[src/rtl/signal_stats_pkg.sv]
// Shared constants, threshold-bound helpers and Schmitt state type for the
// windowed signal-statistics engine.
package signal_stats_pkg;

  localparam int unsigned DefaultDataW    = 12;
  localparam int unsigned DefaultWindow   = 50_000_000;
  localparam int unsigned DefaultHyst     = 8;
  localparam int unsigned DefaultMidscale = 1 << (DefaultDataW - 1);

  function automatic int unsigned midscale(input int unsigned width);
    return 32'd1 << (width - 1);
  endfunction

  // Written so that a + b is never formed when it could exceed lim.
  function automatic int unsigned sat_add(input int unsigned a, input int unsigned b,
                                          input int unsigned lim);
    if (b > lim || a > lim - b) return lim;
    return a + b;
  endfunction

  function automatic int unsigned sat_sub(input int unsigned a, input int unsigned b);
    return (a > b) ? a - b : 32'd0;
  endfunction

  typedef enum logic {LOW, HIGH} schmitt_state_t;

endpackage

[src/rtl/stats_schmitt.sv]
// Hysteresis crossing detector: counts LOW->HIGH transitions of accepted
// samples around a movable threshold.
module stats_schmitt
  import signal_stats_pkg::*;
#(
  parameter int unsigned DATA_W = DefaultDataW,
  parameter int unsigned HYST   = DefaultHyst,
  parameter int unsigned CNT_W  = 4
) (
  input  logic              clk,
  input  logic              rst_n,
  input  logic [DATA_W-1:0] thr,
  input  logic [DATA_W-1:0] sample,
  input  logic              accept,
  input  logic              clear,
  output logic              rise,
  output logic [CNT_W-1:0]  acc
);

  localparam int unsigned CodeMax = (32'd1 << DATA_W) - 32'd1;

  schmitt_state_t    state_q, state_d;
  logic [DATA_W-1:0] hi, lo;
  logic [CNT_W-1:0]  acc_q;

  assign hi = DATA_W'(sat_add(32'(thr), HYST, CodeMax));
  assign lo = DATA_W'(sat_sub(32'(thr), HYST));

  always_ff @(posedge clk) begin
    if (!rst_n) begin
      state_q <= LOW;
      acc_q   <= '0;
    end else if (accept) begin
      state_q <= state_d;
      // The closing sample's own rise is published by the top via rise.
      acc_q   <= clear ? '0 : acc_q + CNT_W'(rise);
    end
  end

  always_comb begin
    state_d = state_q;
    if (accept) begin
      unique case (state_q)
        LOW:     if (sample >= hi) state_d = HIGH;
        HIGH:    if (sample <= lo) state_d = LOW;
        default: state_d = LOW;
      endcase
    end
  end

  always_comb begin
    rise = accept && (state_q == LOW) && (state_d == HIGH);
    acc  = acc_q;
  end

endmodule

[src/rtl/signal_stats.sv]
// Windowed min/max/amplitude/DC-offset tracker with a Schmitt crossing count,
// published once per window of accepted samples.
module signal_stats
  import signal_stats_pkg::*;
#(
  parameter int unsigned DATA_W = DefaultDataW,
  parameter int unsigned WINDOW = DefaultWindow,
  parameter int unsigned HYST   = DefaultHyst,
  parameter int unsigned CNT_W  = $clog2(WINDOW + 1)
) (
  input  logic              clk,
  input  logic              rst_n,
  input  logic              sample_valid,
  input  logic [DATA_W-1:0] sample,
  input  logic              hold,
  output logic [DATA_W-1:0] amp,
  output logic [DATA_W-1:0] dc_offset,
  output logic [DATA_W-1:0] max_out,
  output logic [DATA_W-1:0] min_out,
  output logic [CNT_W-1:0]  cross_count,
  output logic              stats_valid
);

  localparam int unsigned     IdxW    = (WINDOW > 1) ? $clog2(WINDOW) : 1;
  localparam logic [IdxW-1:0] LastIdx = IdxW'(WINDOW - 1);

  logic [IdxW-1:0]   idx_q;
  logic [DATA_W-1:0] max_q, min_q, thr_q;
  logic [DATA_W-1:0] max_nxt, min_nxt, dc_nxt;
  logic [DATA_W:0]   sum;
  logic              close, rise;
  logic [CNT_W-1:0]  acc;

  always_comb begin
    max_nxt = (sample > max_q) ? sample : max_q;
    min_nxt = (sample < min_q) ? sample : min_q;
    sum     = {1'b0, max_nxt} + {1'b0, min_nxt};
    dc_nxt  = sum[DATA_W:1];
    close   = sample_valid && (idx_q == LastIdx);
  end

  stats_schmitt #(
    .DATA_W (DATA_W),
    .HYST   (HYST),
    .CNT_W  (CNT_W)
  ) u_schmitt (
    .clk    (clk),
    .rst_n  (rst_n),
    .thr    (thr_q),
    .sample (sample),
    .accept (sample_valid),
    .clear  (close),
    .rise   (rise),
    .acc    (acc)
  );

  always_ff @(posedge clk) begin
    if (!rst_n) begin
      idx_q <= '0;
      max_q <= '0;
      min_q <= '1;
      thr_q <= DATA_W'(midscale(DATA_W));
    end else if (sample_valid) begin
      if (close) begin
        idx_q <= '0;
        max_q <= '0;
        min_q <= '1;
        // Threshold follows the window's DC offset even while publishing is held.
        thr_q <= dc_nxt;
      end else begin
        idx_q <= idx_q + IdxW'(1);
        max_q <= max_nxt;
        min_q <= min_nxt;
      end
    end
  end

  always_ff @(posedge clk) begin
    if (!rst_n) begin
      amp         <= '0;
      dc_offset   <= '0;
      max_out     <= '0;
      min_out     <= '0;
      cross_count <= '0;
      stats_valid <= 1'b0;
    end else begin
      stats_valid <= 1'b0;
      if (close && !hold) begin
        amp         <= max_nxt - min_nxt;
        dc_offset   <= dc_nxt;
        max_out     <= max_nxt;
        min_out     <= min_nxt;
        cross_count <= acc + CNT_W'(rise);
        stats_valid <= 1'b1;
      end
    end
  end

endmodule
[config.mk]
export PLATFORM = sky130hd
export DESIGN_NAME = signal_stats
export DESIGN_NICKNAME = d
export VERILOG_FILES = /design/src/rtl/signal_stats_pkg.sv /design/src/rtl/stats_schmitt.sv /design/src/rtl/signal_stats.sv
export SDC_FILE = /design/constraint.sdc
export NUM_CORES = 1
export LEC_CHECK = 0
export CORE_MARGIN = 4
export CORE_UTILIZATION = 58
export CTS_CLUSTER_SIZE = 30
export DETAILED_ROUTE_END_ITERATION = 16
export GPL_TIMING_DRIVEN = 0
export MAX_ROUTING_LAYER = met4
export PLACE_DENSITY = 0.9
export SETUP_SLACK_MARGIN = 0.4
export SKIP_CTS_REPAIR_TIMING = 1
export SLEW_MARGIN = 40
export SYNTH_ARGS = -nofsm -noshare
export SYNTH_HDL_FRONTEND = slang
export SYNTH_SLANG_ARGS = --single-unit
[constraint.sdc]
create_clock -name clk -period 6.9 [get_ports clk]
set_input_delay 2.07 -clock clk [delete_from_list [all_inputs] [get_ports clk]]
set_output_delay 2.07 -clock clk [all_outputs]
set_load 0.01 [all_outputs]
### After elaboration in Yosys (flattened, before gate mapping)

Cells that the tools add are included.

| word-level totals | value |
|---|---|
| bits in registers | 164 |
| input port bits | 16 |
| output and inout bits | 75 |

| cells by class | value |
|---|---|
| $add $sub $neg | 6 |
| order comparisons | 6 |
| eq/ne operators | 1 |
| multiplexer cells | 15 |
| bitwise operators | 1 |
| reductions and logical operators | 6 |

Operators by type and width:

| operator | number |
|---|---|
| two-way mux 12 bit | 7 |
| two-way mux 26 bit | 2 |
| adder 26 x 1 -> 26 bit | 1 |
| adder 26 x 1 -> 26 bit, second input constant | 1 |
| equality test 26 bit, second input constant | 1 |
| adder 12 x 12 -> 13 bit | 1 |
| adder 12 x 4 -> 12 bit, second input constant | 1 |
| greater-or-equal comparator 12 bit | 1 |
| greater-than comparator 12 bit | 1 |
| greater-than comparator 12 bit, second input constant | 1 |
| greater-than comparator 12 x 4 -> 1 bit, second input constant | 1 |
| <= comparator 12 bit | 1 |
| less-than comparator 12 bit | 1 |
| subtractor 12 bit | 1 |
| subtractor 12 x 4 -> 12 bit, second input constant | 1 |
| two-way mux 1 bit | 5 |
| logical AND 1 bit | 4 |
| case mux 1 bit (2 select lines) | 1 |
| AND reduction 2 bit | 1 |
| logical NOT 1 bit | 1 |
| inverter 1 bit | 1 |

### Longest topological paths before layout

| depth | value |
|---|---|
| depth after elaboration | 10 |
| mapped depth | 20 |
| gate-level depth less buffers | 19 |

### By module

A second synthesis with hierarchy kept.

| second synthesis, totals | value |
|---|---|
| cell total of the unflattened synthesis | 1183 |
| area total of the unflattened synthesis | 9831.9 um^2 |

By module, submodules not included:

| module | times used | cells each | area an instance (um^2) | seq. area each (um^2) |
|---|---|---|---|---|
| signal_stats | 1 | 915 | 7638.6 | 2742.6 |
| stats_schmitt | 1 | 268 | 2193.4 | 540.5 |

### Worst setup path after synthesis

No wires, ideal clock.

| timing path | value |
|---|---|
| path type | input port to flip-flop |
| from | input port sample[5] |
| to | register thr_q[11] |
| arrival | 5.299 ns |
| data required time | 6.767 ns |
| slack | 1.468 ns |
| stages on the path | 15 |
| cells stage by stage | ha_1 > a21o_1 > a221o_1 > a221oi_2 > a21oi_2 > buf_6 > mux2_4 > ha_1 > clkbuf_1 > o21bai_1 > a21oi_1 > o21ai_1 > a221o_1 > a211oi_1 > o21ai_1 |

| on the way | value |
|---|---|
| longest elaborated chain between the ends | 3 |

Ends and longest elaborated chain:

| what | line | text |
|---|---|---|
| start, declared | signal_stats.sv:14 | `input logic [DATA_W-1:0] sample,` |
| greater-than comparator 12 bit | signal_stats.sv:35 | `max_nxt = (sample > max_q) ? sample : max_q;` |
| two-way mux 12 bit | signal_stats.sv:35 |  |
| net max_nxt[2] | signal_stats.sv:29 | `logic [DATA_W-1:0] max_nxt, min_nxt, dc_nxt;` |
| adder 12 x 12 -> 13 bit | signal_stats.sv:37 | `sum = {1'b0, max_nxt} + {1'b0, min_nxt};` |
| end signal, assigned | signal_stats.sv:62 | `thr_q <= DATA_W'(midscale(DATA_W));` |
| end signal, assigned | signal_stats.sv:69 | `thr_q <= dc_nxt;` |
| end, declared | signal_stats.sv:28 | `logic [DATA_W-1:0] max_q, min_q, thr_q;` |

The timed path passes the listed nets, and every way through them passes these cells.
A chain may end at the register's enable or synchronous reset.

### Final worst setup path

| timing path | value |
|---|---|
| from | input port sample[1] |
| to | register thr_q[9] |

| on the way | value |
|---|---|
| longest elaborated chain between the ends | 3 |

Ends and longest elaborated chain:

| what | line | text |
|---|---|---|
| less-than comparator 12 bit | signal_stats.sv:36 | `min_nxt = (sample < min_q) ? sample : min_q;` |
| two-way mux 12 bit | signal_stats.sv:36 |  |
| net min_nxt[0] | signal_stats.sv:29 |  |
| adder 12 x 12 -> 13 bit | signal_stats.sv:37 |  |

The timed path passes the listed nets, and every way through them passes these cells.

==> out/qor.json <==
{
  "cts.sinks": 164,
  "syn-instance-count": 1161,
  "synth.cell_area_um2": 9710,
  "per_cell_routed_wire_length_um": 20.3,
  "clock_path_buffers": 2,
  "via_per_inst": 6.41,
  "wl_um": 30600,
  "die_width_um": 137,
  "seq_area_um2": 3280,
  "synthArstFlopShare_pct": 0,
  "cts_tree": "yes",
  "first_pass_iters": 8,
  "path_max_fanout": 10,
  "seq_area_frac_synth_pct": 33.8,
  "design.die.area_um2": 18900,
  "finClkSkew_ns": 0.00719,
  "syn_to_final_growth_pct": 18.8,
  "drc": 0,
  "ys_top_cells_by_area": "dfxtp_1, ha_1, nor2_1",
  "timing.hold.worst.class": "reg -> reg",
  "p_per_area_nw_per_um2": 211,
  "design.portCount": 91,
  "synth_ff_type": "dfxtp_1",
  "finalHoldViolations": 0,
  "yosys_synthesis_warning_count": 0,
  "hold-worst-slack_ns": 0.480,
  "power_leakage_nw": 4.54,
  "yosys_register_bits": 164,
  "grtUsageTotal_pct": 33.2,
  "start_kind": "input pin",
  "grt_pass1_vias": 9117,
  "clock_tree.htree_level_count": 4,
  "placed_area_um2": 10900,
  "final_max_slew_viol_count": 0,
  "fmax_ghz": 0.160,
  "grt_antenna_before_repair": 0,
  "start_util_pct": 59.0,
  "synthMostInstantiatedCell": "dfxtp_1",
  "place.detailed.hpwl_um": 21700,
  "nets": 1362,
  "max-vdd-ir-drop_v": 0.000185,
  "post-route-period-util_pct": 90.8,
  "gp_routability_congestion": 0.975,
  "number_of_standard_cells_in_the_layout_taps_in_and_fillers_out": 1502,
  "multi_input_area_um2": 5970,
  "cts.clk_slew.worst_paths_ns": 0.07,
  "outcome": "completed",
  "port_bufs": 89,
  "max_cap_viol_count": 0,
  "worst_ep_arrival_time_ns": 6.58,
  "nFillCells": 1287,
  "grt_setup_unrepaired": "false",
  "grt_max_degree": 17,
  "critPathCaptureType": "flip-flop",
  "area_of_all_placed_cells_without_fillers_um2": 11500,
  "worst_slew_pin_slew_ns": 0.862,
  "synth_edf_count": 0,
  "number_of_different_library_cells_in_the_post_synthesis_netlist": 67,
  "postSynthNetCount": 1254,
  "cts_buffers": 17,
  "syn_area_per_cell_um2": 8.36,
  "num_vias": 9626,
  "floorplan.rows": 47,
  "initialDrtViolationCount": 1223,
  "finalCriticalPeriod_ns": 6.26,
  "globalRoute.totalOverflow": 0,
  "final_antenna_net_count": 0,
  "fp.dieH_um": 137,
  "antennaDiodeCount": 0,
  "dpl.cell_count": 1470,
  "synth.top_cells.by_count": "dfxtp_1, nor2_1, a21oi_1",
  "yosysTopAreaCellShare_pct": 33.8,
  "drive_gt1_share_pct": 7.18,
  "setup_crit_path_kind": "in -> reg",
  "setup_violations": 0,
  "data_required_time_at_the_worst_endpoint_ns": 7.21,
  "clk_root_buffer_cell": "clkbuf_16",
  "floorplan.core_area_um2": 16500,
  "totalNegativeSetupSlack_ns": 0,
  "clk-insertion-delay-late_ns": 0.45,
  "netlist.top_cell.by_area": "dfxtp_1",
  "timing.slew.headroom_pct": 42.1,
  "grt_pass1_wl_um": 47500
}
## power breakdown
group / switching (mW) / internal (mW) / leakage [nW]
sequential: 0.0153 / 0.959 / 1.33
combinational: 0.278 / 0.152 / 2.91
clock: 0.442 / 0.591 / 0.308
total: 0.734 / 1.70 / 4.54
## critical path: stages
cell and delay (ns):
clkdlybuf4s50_1 0.68, ha_1 0.43, a21o_1 0.11, a211oi_1 0.08, o21ai_0 0.37, clkbuf_1 0.41, nand3_1 0.16, nand2_1 0.18
ha_1 0.24, inv_1 0.07, fa_1 0.41, o21bai_1 0.16, a21oi_1 0.13, o21ai_1 0.30, a31oi_1 0.15, xnor2_1 0.48
a211oi_1 0.15
## flip-flops by register name, summed over array words and instances, names as in the netlist
signal             flops
dc_offset             12
idx_q                 26
min_out               12
stats_valid            1
u_schmitt.acc         26
cross_count           26
max_q                 12
max_out               12
thr_q                 12
amp                   12
u_schmitt.state_q      1
min_q                 12
## layout make-up
cell class	count	share of cell area, %
flip-flops and latches	164	28.5
plain buffers	73	2.69
repair buffers	89	7.90
well taps	220	2.39
multi-input cells	882	51.8
inverters	42	1.37
clock buffers	18	3.81
clock inverters	14	1.64
## per-layer routing
layer	part of all wire, %	global-route usage (%)	up-vias
met3	10	9.42	147
met2	45	50.6	584
met4	4.7	15.4	0
met1	40	40.9	4476
li1	-	-	4419
met5	0	-	-
## through the flow
step	setup WS, ns	total power, mW	utilization [%]
2_1_floorplan	1.47	1.27	-
3_3_place_gp	0.0279	1.38	66.0
3_5_place_dp	-0.0463	1.40	66.0
4_1_cts	0.320	2.40	69.9
5_1_grt	0.440	2.50	70.1
6_report	0.637	2.44	70.1
## cell families (layout without fill, tap and decap cells)
logic type / count (synthesis) / count (layout) / share of synthesized area, %
simple gates: 411 / 411 / 21.8
compound gates: 293 / 293 / 19.4
flops: 164 / 164 / 33.8
buf+inv: 115 / 236 / 4.82
fa+ha+maj: 77 / 77 / 10.1
xor+xnor: 65 / 65 / 5.86
mux: 36 / 36 / 4.29
## layout by cell type, fill, tap and decap left out, types with 20 or more instances in the layout
master	instances
clkdlybuf4s50_1	81
xnor2_1	33
a211oi_1	46
nand2_1	68
ha_1	75
nor2_1	126
clkbuf_1	48
inv_1	40
buf_2	20
xor2_1	32
nor3_1	41
o21ai_0	33
nand2b_1	21
dfxtp_1	164
o21ai_1	38
nand3_1	41
a21oi_1	88
## path summary, 6_finish.rpt
check                                      start           endpoint  slack [ns]  depth (start not counted)
worst min-delay path            u_schmitt.acc[0]   u_schmitt.acc[0]        0.48                          2
worst max register to register          thr_q[5]  u_schmitt.acc[20]        1.19                         20
worst max-delay path                   sample[1]           thr_q[9]        0.64                         17
worst min register to register  u_schmitt.acc[0]   u_schmitt.acc[0]        0.48                          2
Note: power is estimated with default switching activity, not from simulation.
